$ cat src/rtl/write_back_buffer.sv
`default_nettype none
// ============================================================================
// Module   : write_back_buffer
// Brief    : Holds one evicted dirty line and writes it out as an AXI3 INCR
//            burst, with a same-cycle hazard check for dcache misses.
// Revision : 1.0 - initial release
// ============================================================================
module write_back_buffer #(
    parameter int BURST_LENGTH = 16
) (
    input  logic         clk,
    input  logic         rst,
    input  logic         wb_req,
    input  logic [31:0]  wb_addr,
    input  logic [511:0] wb_line,
    output logic         wb_ack,
    output logic         buff_busy,
    input  logic [31:0]  query_addr,
    output logic         query_hit,
    output logic [3:0]   awid,
    output logic [7:0]   awlen,
    output logic [2:0]   awsize,
    output logic [1:0]   awburst,
    output logic [1:0]   awlock,
    output logic [3:0]   awcache,
    output logic [2:0]   awprot,
    output logic [31:0]  awaddr,
    output logic         awvalid,
    input  logic         awready,
    output logic [3:0]   wid,
    output logic [31:0]  wdata,
    output logic [3:0]   wstrb,
    output logic         wlast,
    output logic         wvalid,
    input  logic         wready,
    input  logic [3:0]   bid,
    input  logic [1:0]   bresp,
    input  logic         bvalid,
    output logic         bready
);

    localparam logic [3:0] c_LAST_BEAT = 4'(BURST_LENGTH - 1);

    typedef enum logic [1:0] {
        S_IDLE = 2'd0,
        S_AW   = 2'd1,
        S_W    = 2'd2,
        S_B    = 2'd3
    } state_t;

    state_t         state_q;
    logic [31:0]    addr_q;
    logic [511:0]   line_q;
    logic [3:0]     count_q;
    logic           awvalid_q;
    logic           wvalid_q;
    logic           bready_q;

    // Write response content is deliberately dropped: no retry on error.
    logic unused_ok;
    assign unused_ok = ^{bid, bresp, wb_addr[5:0], query_addr[5:0]};

    always_ff @(posedge clk) begin
        if (rst) begin
            state_q   <= S_IDLE;
            addr_q    <= '0;
            count_q   <= '0;
            awvalid_q <= 1'b0;
            wvalid_q  <= 1'b0;
            bready_q  <= 1'b0;
        end else begin
            case (state_q)
                S_IDLE: begin
                    if (wb_req) begin
                        addr_q    <= {wb_addr[31:6], 6'b0};
                        line_q    <= wb_line;
                        awvalid_q <= 1'b1;
                        state_q   <= S_AW;
                    end
                end
                S_AW: begin
                    if (awready) begin
                        awvalid_q <= 1'b0;
                        wvalid_q  <= 1'b1;
                        count_q   <= '0;
                        state_q   <= S_W;
                    end
                end
                S_W: begin
                    if (wready) begin
                        if (count_q == c_LAST_BEAT) begin
                            wvalid_q <= 1'b0;
                            bready_q <= 1'b1;
                            count_q  <= '0;
                            state_q  <= S_B;
                        end else begin
                            count_q <= count_q + 4'd1;
                        end
                    end
                end
                S_B: begin
                    if (bvalid) begin
                        bready_q <= 1'b0;
                        state_q  <= S_IDLE;
                    end
                end
                default: state_q <= S_IDLE;
            endcase
        end
    end

    assign wb_ack    = (state_q == S_IDLE) && wb_req;
    assign buff_busy = (state_q != S_IDLE);
    assign query_hit = buff_busy && (query_addr[31:6] == addr_q[31:6]);

    assign awid    = 4'd0;
    assign awlen   = 8'(BURST_LENGTH - 1);
    assign awsize  = 3'd2;
    assign awburst = 2'b01;
    assign awlock  = 2'd0;
    assign awcache = 4'd0;
    assign awprot  = 3'd0;
    assign wid     = 4'd0;
    assign wstrb   = 4'b1111;

    assign awaddr  = addr_q;
    assign awvalid = awvalid_q;
    assign wvalid  = wvalid_q;
    assign bready  = bready_q;
    // Beat data is gated so the bus reads zero outside the data phase.
    assign wdata   = wvalid_q ? line_q[{count_q, 5'b0} +: 32] : 32'd0;
    assign wlast   = wvalid_q && (count_q == c_LAST_BEAT);

endmodule
`default_nettype wire
$ cat config.mk
export PLATFORM = sky130hd
export DESIGN_NAME = write_back_buffer
export DESIGN_NICKNAME = d
export VERILOG_FILES = /design/src/rtl/write_back_buffer.sv
export SDC_FILE = /design/constraint.sdc
export NUM_CORES = 1
export LEC_CHECK = 0
export ABC_CLOCK_PERIOD_IN_PS = 33900
export CORE_AREA = 2 2 270 272
export CTS_CLUSTER_DIAMETER = 80
export DETAILED_ROUTE_END_ITERATION = 12
export DIE_AREA = 0 0 272 274
export PLACE_DENSITY = 0.6
export SLEW_MARGIN = 20
export SYNTH_ARGS = -nofsm -noshare
export SYNTH_HDL_FRONTEND = slang
export SYNTH_SLANG_ARGS = --single-unit
$ cat constraint.sdc
create_clock -name clk -period 33.9 [get_ports clk]
set_input_delay 6.78 -clock clk [delete_from_list [all_inputs] [get_ports clk]]
set_output_delay 6.78 -clock clk [all_outputs]
set_load 0.05 [all_outputs]
==> results of run 1 <==
## metrics by stage
step                setup slack (ns)  area [sq um]
floorplan                       4.11         22200
global placement               17.21         29000
detailed placement             17.18         29000
CTS                            17.17         30900
global route                   16.99         30900
finish                         17.16         30900
## registers in the layout (all words and copies together) (netlist names)
signal and flops:
bready 1, count_q 4, wvalid 1, line_q 512, state_q 2, awvalid 1, awaddr 26
## worst paths after layout
check | end | cells after the start | from | slack [ns]
worst max-delay path | wb_ack | 4 | wb_req | 17.16
worst min-delay path | awaddr[18] | 2 | awaddr[18] | 0.48
worst max register to register | line_q[500] | 6 | state_q[0] | 29.46
worst min register to register | awaddr[18] | 2 | awaddr[18] | 0.48
## worst reg2reg max path: stages, from the launching register on
cell and delay (ns):
dfxtp_1 0.34, inv_1 0.12, ha_1 0.33, nand2_1 0.65, nor2_4 0.63, buf_12 0.49, buf_4 1.41
## layer usage
| layer | up-vias | routed length, um | track usage [%] |
|---|---|---|---|
| li1 | 6318 | - | - |
| met1 | 6681 | 26300 | 20.8 |
| met2 | 587 | 33500 | 29.2 |
| met3 | 118 | 4860 | 4.46 |
| met4 | 10 | 1780 | 5.91 |
| met5 | - | 52 | 0 |
## cells in the mapped netlist, types with 2 or more instances
library cell	number
edfxtp_1	512
and3_1	2
clkbuf_1	18
xnor2_1	11
buf_2	15
conb_1	2
nor4_1	5
o21ai_0	4
xor2_1	15
inv_1	8
nand4_1	3
nand3_1	2
or3_1	2
dfxtp_1	35
a22oi_1	115
clkbuf_4	2
nor2b_1	6
ha_1	6
nor2_1	10
buf_8	5
mux2i_1	241
mux4_2	3
buf_6	10
nor3_1	3
o22ai_1	19
a31oi_1	2
a21oi_1	30
a221oi_1	8
nand2_1	113
o22ai_2	5
o21ai_1	16
mux4_1	5
buf_12	11
buf_4	48
## cell usage in the layout (no fill, tap or decap), types with 4 or more instances in the layout
master           count
a22oi_1            115
inv_1                8
o21ai_0              4
ha_1                 6
xor2_1              15
o21ai_1             16
bufinv_16            4
buf_4               11
edfxtp_1           512
o22ai_2              5
nor4_1               5
o22ai_1             19
clkdlybuf4s50_1    634
xnor2_1             11
clkbuf_8             4
diode_2             13
nor2_1               9
conb_1              40
clkbuf_1            15
nor2b_1              4
nand2_1            112
a221oi_1             8
clkinv_2            14
a21oi_1             30
mux4_1               5
clkinv_1             8
clkbuf_16           60
mux2i_1            241
dfxtp_1             33
## report_power, final
| group | internal (uW) | leakage (uW) | switching (uW) |
|---|---|---|---|
| logic | 166 | 0.00407 | 249 |
| registers | 854 | 0.00502 | 31.3 |
| clock network | 364 | 0.000934 | 264 |
| total | 1380 | 0.0100 | 544 |
## cell families after synthesis
logic type,share of synthesized area [%]
DFF,72.9
AOI/OAI and AO/OA,6.45
xor gates and xnor gates,1.03
adders and majority gates,0.340
muxes,11.9
buffers and inverters,4.41
other,0.0341
and+or+nand+nor,2.96
## layout make-up
type | instances | area [sq um] | area share [%]
flip-flops and latches | 547 | 16100 | 52.0
well taps | 959 | 1200 | 3.88
repair buffers | 648 | 6490 | 21.0
diodes | 13 | 32.5 | 0.105
clock inverters | 30 | 270 | 0.875
inverters | 9 | 33.8 | 0.109
clock buffers | 79 | 1610 | 5.22
multi-input cells | 676 | 5180 | 16.8
==> results.txt, run 1 <==
Outcome -> finished clean
WL/cell -> 22.5 um
FP Rows -> 99
Sequential element share of the synthesized area -> 72.9%
EDFF count, synth -> 512
Iter 0 DRT Violations -> 858
H-tree depth -> 2
WP buf/inv -> 3
Total Routing Usage GR -> 17.0%
Worst-path fanout max -> 28
CP arrival -> 9.96 ns
Post-DP HPWL -> 47300 um
WHS -> 0.485 ns
Grt total ovfl -> 0
Largest net degree at the start of global routing -> 186
GP Congestion -> 0.877
Antenna violations before repair -> 17
Synth async-reset ratio -> 0%
DRC viols -> 0
#FFs+latches synth -> 547
Share of cells above drive strength 1 -> 6.08%
Final setup vio count -> 0
Max Root-Sink Buffers -> 3
TritonRoute pass-1 iters -> 5
Hold_buf cts -> 0
Number of global-route vias before repair -> 13864
Pwr dens -> 62.4 nW/um^2
Cell taking the most area after synthesis -> edfxtp_1
Synth Warn # -> 0
Max stage delay on crit path -> 1.01 ns
Fin crit share -> 49.4%
CTS tree -> done
Clock-pin slew on the worst setup and hold paths -> 0.06 ns
Synth-to-layout area growth -> 40.1%
Hold Path Class -> reg -> reg
RSZ-0062 raised after global routing -> no
Initial Util -> 30.6%
Cts repair resizes -> 0
Placeable Area -> 72000 sq um
DIE AREA -> 74500 sq um
Top_reg_cell synth -> edfxtp_1
Worst VDD drop -> 0.0449 mV
Post-route ant nets -> 0
Vias per cell -> 4.63
Final Max Tran Viols -> 0
Lkg Pwr -> 0.0100 uW
Cell count after synthesis -> 1305
Final nets -> 2535
Final Util -> 42.9%
First-pass GRT wire length -> 92500 um
Num CTS Buffers -> 59
I/O Pins -> 693
Share of the synthesized area in the top cell type -> 69.7%
Peak Freq -> 59.7 MHz
Hold Fails Final Rpt -> 0
CP required -> 27.12 ns
Setup bufs post-CTS -> 0
Clock Skews -> 0.0186 ns
Die Y -> 274 um
Non-filler cells, final -> 2961
Setup TNS -> 0 ns
Cell with the most instances on the worst path -> clkdlybuf4s50_1
CP Capture Type -> primary output
PortBufs -> 634
Startpoint types -> input port
CP max stage cell -> clkinv_1
Synth top area cells -> edfxtp_1, mux2i_1, a22oi_1
Slew @ Worst Pin -> 1.27 ns
Max-cap violations -> 0
Final wirelength -> 66500 um
Clock root buffer -> clkbuf_16
Detailed-route via count -> 13714
Crit-path cells -> clkdlybuf4s50_1 > nand2_1 > clkinv_1 > clkdlybuf4s50_1
WS Path Type -> in -> out
Width of the chip -> 272 um
Crit path max-delay family -> buffers and inverters
Synth Area per Inst -> 16.9 sq um
Total power -> 1930 uW
Minimum clock period -> 16.74 ns
Fill cells -> 6481
Max-slew headroom -> 15.0%
Clock sink total -> 547
Post-synthesis cell type count -> 47
Mapped cell area -> 22100 sq um
Clk_lat worst skew -> 0.62 ns
Placed insts -> 2839
Note: power is estimated with default switching activity, not from simulation.
==> run 2: changes to the inputs <==
ABC_CLOCK_PERIOD_IN_PS = 14000   (was 33900)
CORE_AREA = 2 2 269 271   (was 2 2 270 272)
DIE_AREA = 0 0 271 273   (was 0 0 272 274)
PLACE_DENSITY = 0.62   (was 0.6)
clock period = 14 ns   (was 33.9 ns; I/O delays follow)
==> results.txt, run 2 (synthesis results as in run 1) <==
Total power -> 4800 uW
I/O Pins -> 693
Vias per cell -> 4.65
Final Max Tran Viols -> 0
Hold Path Origin -> awaddr[30]
Lkg Pwr -> 0.0101 uW
Antenna violations before repair -> 26
DRC viols -> 0
Max-cap violations -> 0
Post-DP HPWL -> 46400 um
Reg with most FFs -> line_q
Commonest non-fill, non-tap cell in the layout -> clkdlybuf4s50_1
Most frequent cells in the layout -> clkdlybuf4s50_1, edfxtp_1, mux2i_1
Width of the chip -> 271 um
Grt total ovfl -> 0
Final setup vio count -> 0
Clock-pin slew on the worst setup and hold paths -> 0.06 ns
Post-route ant nets -> 0
R2R Path Start -> state_q[0]
Worst-path fanout max -> 28
Setup bufs post-CTS -> 0
Cts repair resizes -> 0
Clock Skews -> 0.0209 ns
CP arrival -> 5.97 ns
First-pass GRT wire length -> 91800 um
Detailed-route via count -> 13750
H-tree depth -> 2
Max-slew headroom -> 25.1%
Hold Fails Final Rpt -> 0
Final wirelength -> 65600 um
CP Launch Point -> wb_req
Iter 0 DRT Violations -> 821
Pwr dens -> 154 nW/um^2
PortBufs -> 634
Number of global-route vias before repair -> 14145
Share of cells above drive strength 1 -> 6.23%
TritonRoute pass-1 iters -> 5
RSZ-0062 raised after global routing -> no
CP Capture Type -> primary output
CP required -> 11.20 ns
Slew @ Worst Pin -> 1.12 ns
Total Routing Usage GR -> 17.0%
FP Rows -> 98
DIE AREA -> 74000 sq um
WS Path Type -> in -> out
Clk_lat worst skew -> 0.63 ns
GP Congestion -> 0.881
Initial Util -> 31.1%
Minimum clock period -> 8.77 ns
Max reg flops -> 512
Fin crit share -> 62.6%
Placeable Area -> 71000 sq um
Startpoint types -> input port
CTS tree -> done
Num CTS Buffers -> 59
Final nets -> 2536
Die Y -> 273 um
Worst VDD drop -> 0.105 mV
Peak Freq -> 114 MHz
Clock sink total -> 547
Hold Path Class -> reg -> reg
Synth-to-layout area growth -> 41.0%
Largest net degree at the start of global routing -> 179
Clock root buffer -> clkbuf_16
Max Root-Sink Buffers -> 3
Hold_buf cts -> 0
Outcome -> finished clean
WL/cell -> 22.2 um
Setup TNS -> 0 ns
## run 2: cell count changes in the layout (fill, tap and decap cells not counted), sizes merged
cell,change
clkbuf,-9
clkinv,-3
bufinv,+8
buf,+1
clkinvlp,+5
diode,+6
## run 2: per-layer routing
metal  up-vias  part of all wire [%]  global-route usage, %
met5         -                  0.11                      0
met3       117                   7.6                   4.53
li1       6332                     -                      -
met2       571                    51                   28.9
met4        10                   3.2                   7.14
met1      6720                    38                   20.4
## run 2: critical path, stage by stage
cell	delay, ns
clkdlybuf4s50_1	0.46
nand2_1	0.77
clkinv_1	0.98
clkdlybuf4s50_1	0.93
## run 2: area by class of cell
class	instances	area (sq um)
flip-flops and latches	547	16100
diodes	19	47.5
fillers	6279	39900
clock buffers	70	1540
inverters	9	33.8
well taps	950	1190
clock inverters	40	547
repair buffers	649	6470
multi-input cells	676	5180
## run 2: worst paths after layout
| path | endpoint | slack, ns | cells after the start |
|---|---|---|---|
| setup / recovery | wb_ack | 5.23 | 4 |
| hold / removal | awaddr[30] | 0.49 | 2 |
| setup reg to reg | line_q[370] | 9.33 | 7 |
| hold reg to reg | awaddr[30] | 0.49 | 2 |
## run 2: power breakdown
part	leakage [uW]	internal, uW	total, uW	switching, uW
combinational	0.00407	402	995	593
clock	0.00100	1010	1660	650
sequential	0.00502	2070	2150	82.3
## run 2: per-stage QoR
stage | setup slack, ns | hold WS (ns) | instance area, sq um | cells | util [%]
finish | 5.23 | 0.486 | 31100 | 2960 | 43.8
global route | 4.96 | 0.499 | 31100 | 2959 | 43.8
CTS | 5.17 | 0.485 | 31000 | 2941 | 43.7
detailed placement | 5.17 | 0.477 | 29000 | 2831 | 40.8
global placement | 5.25 | 0.469 | 29000 | 2831 | 40.8
floorplan | 2.71 | 0.508 | 22200 | 1343 | -
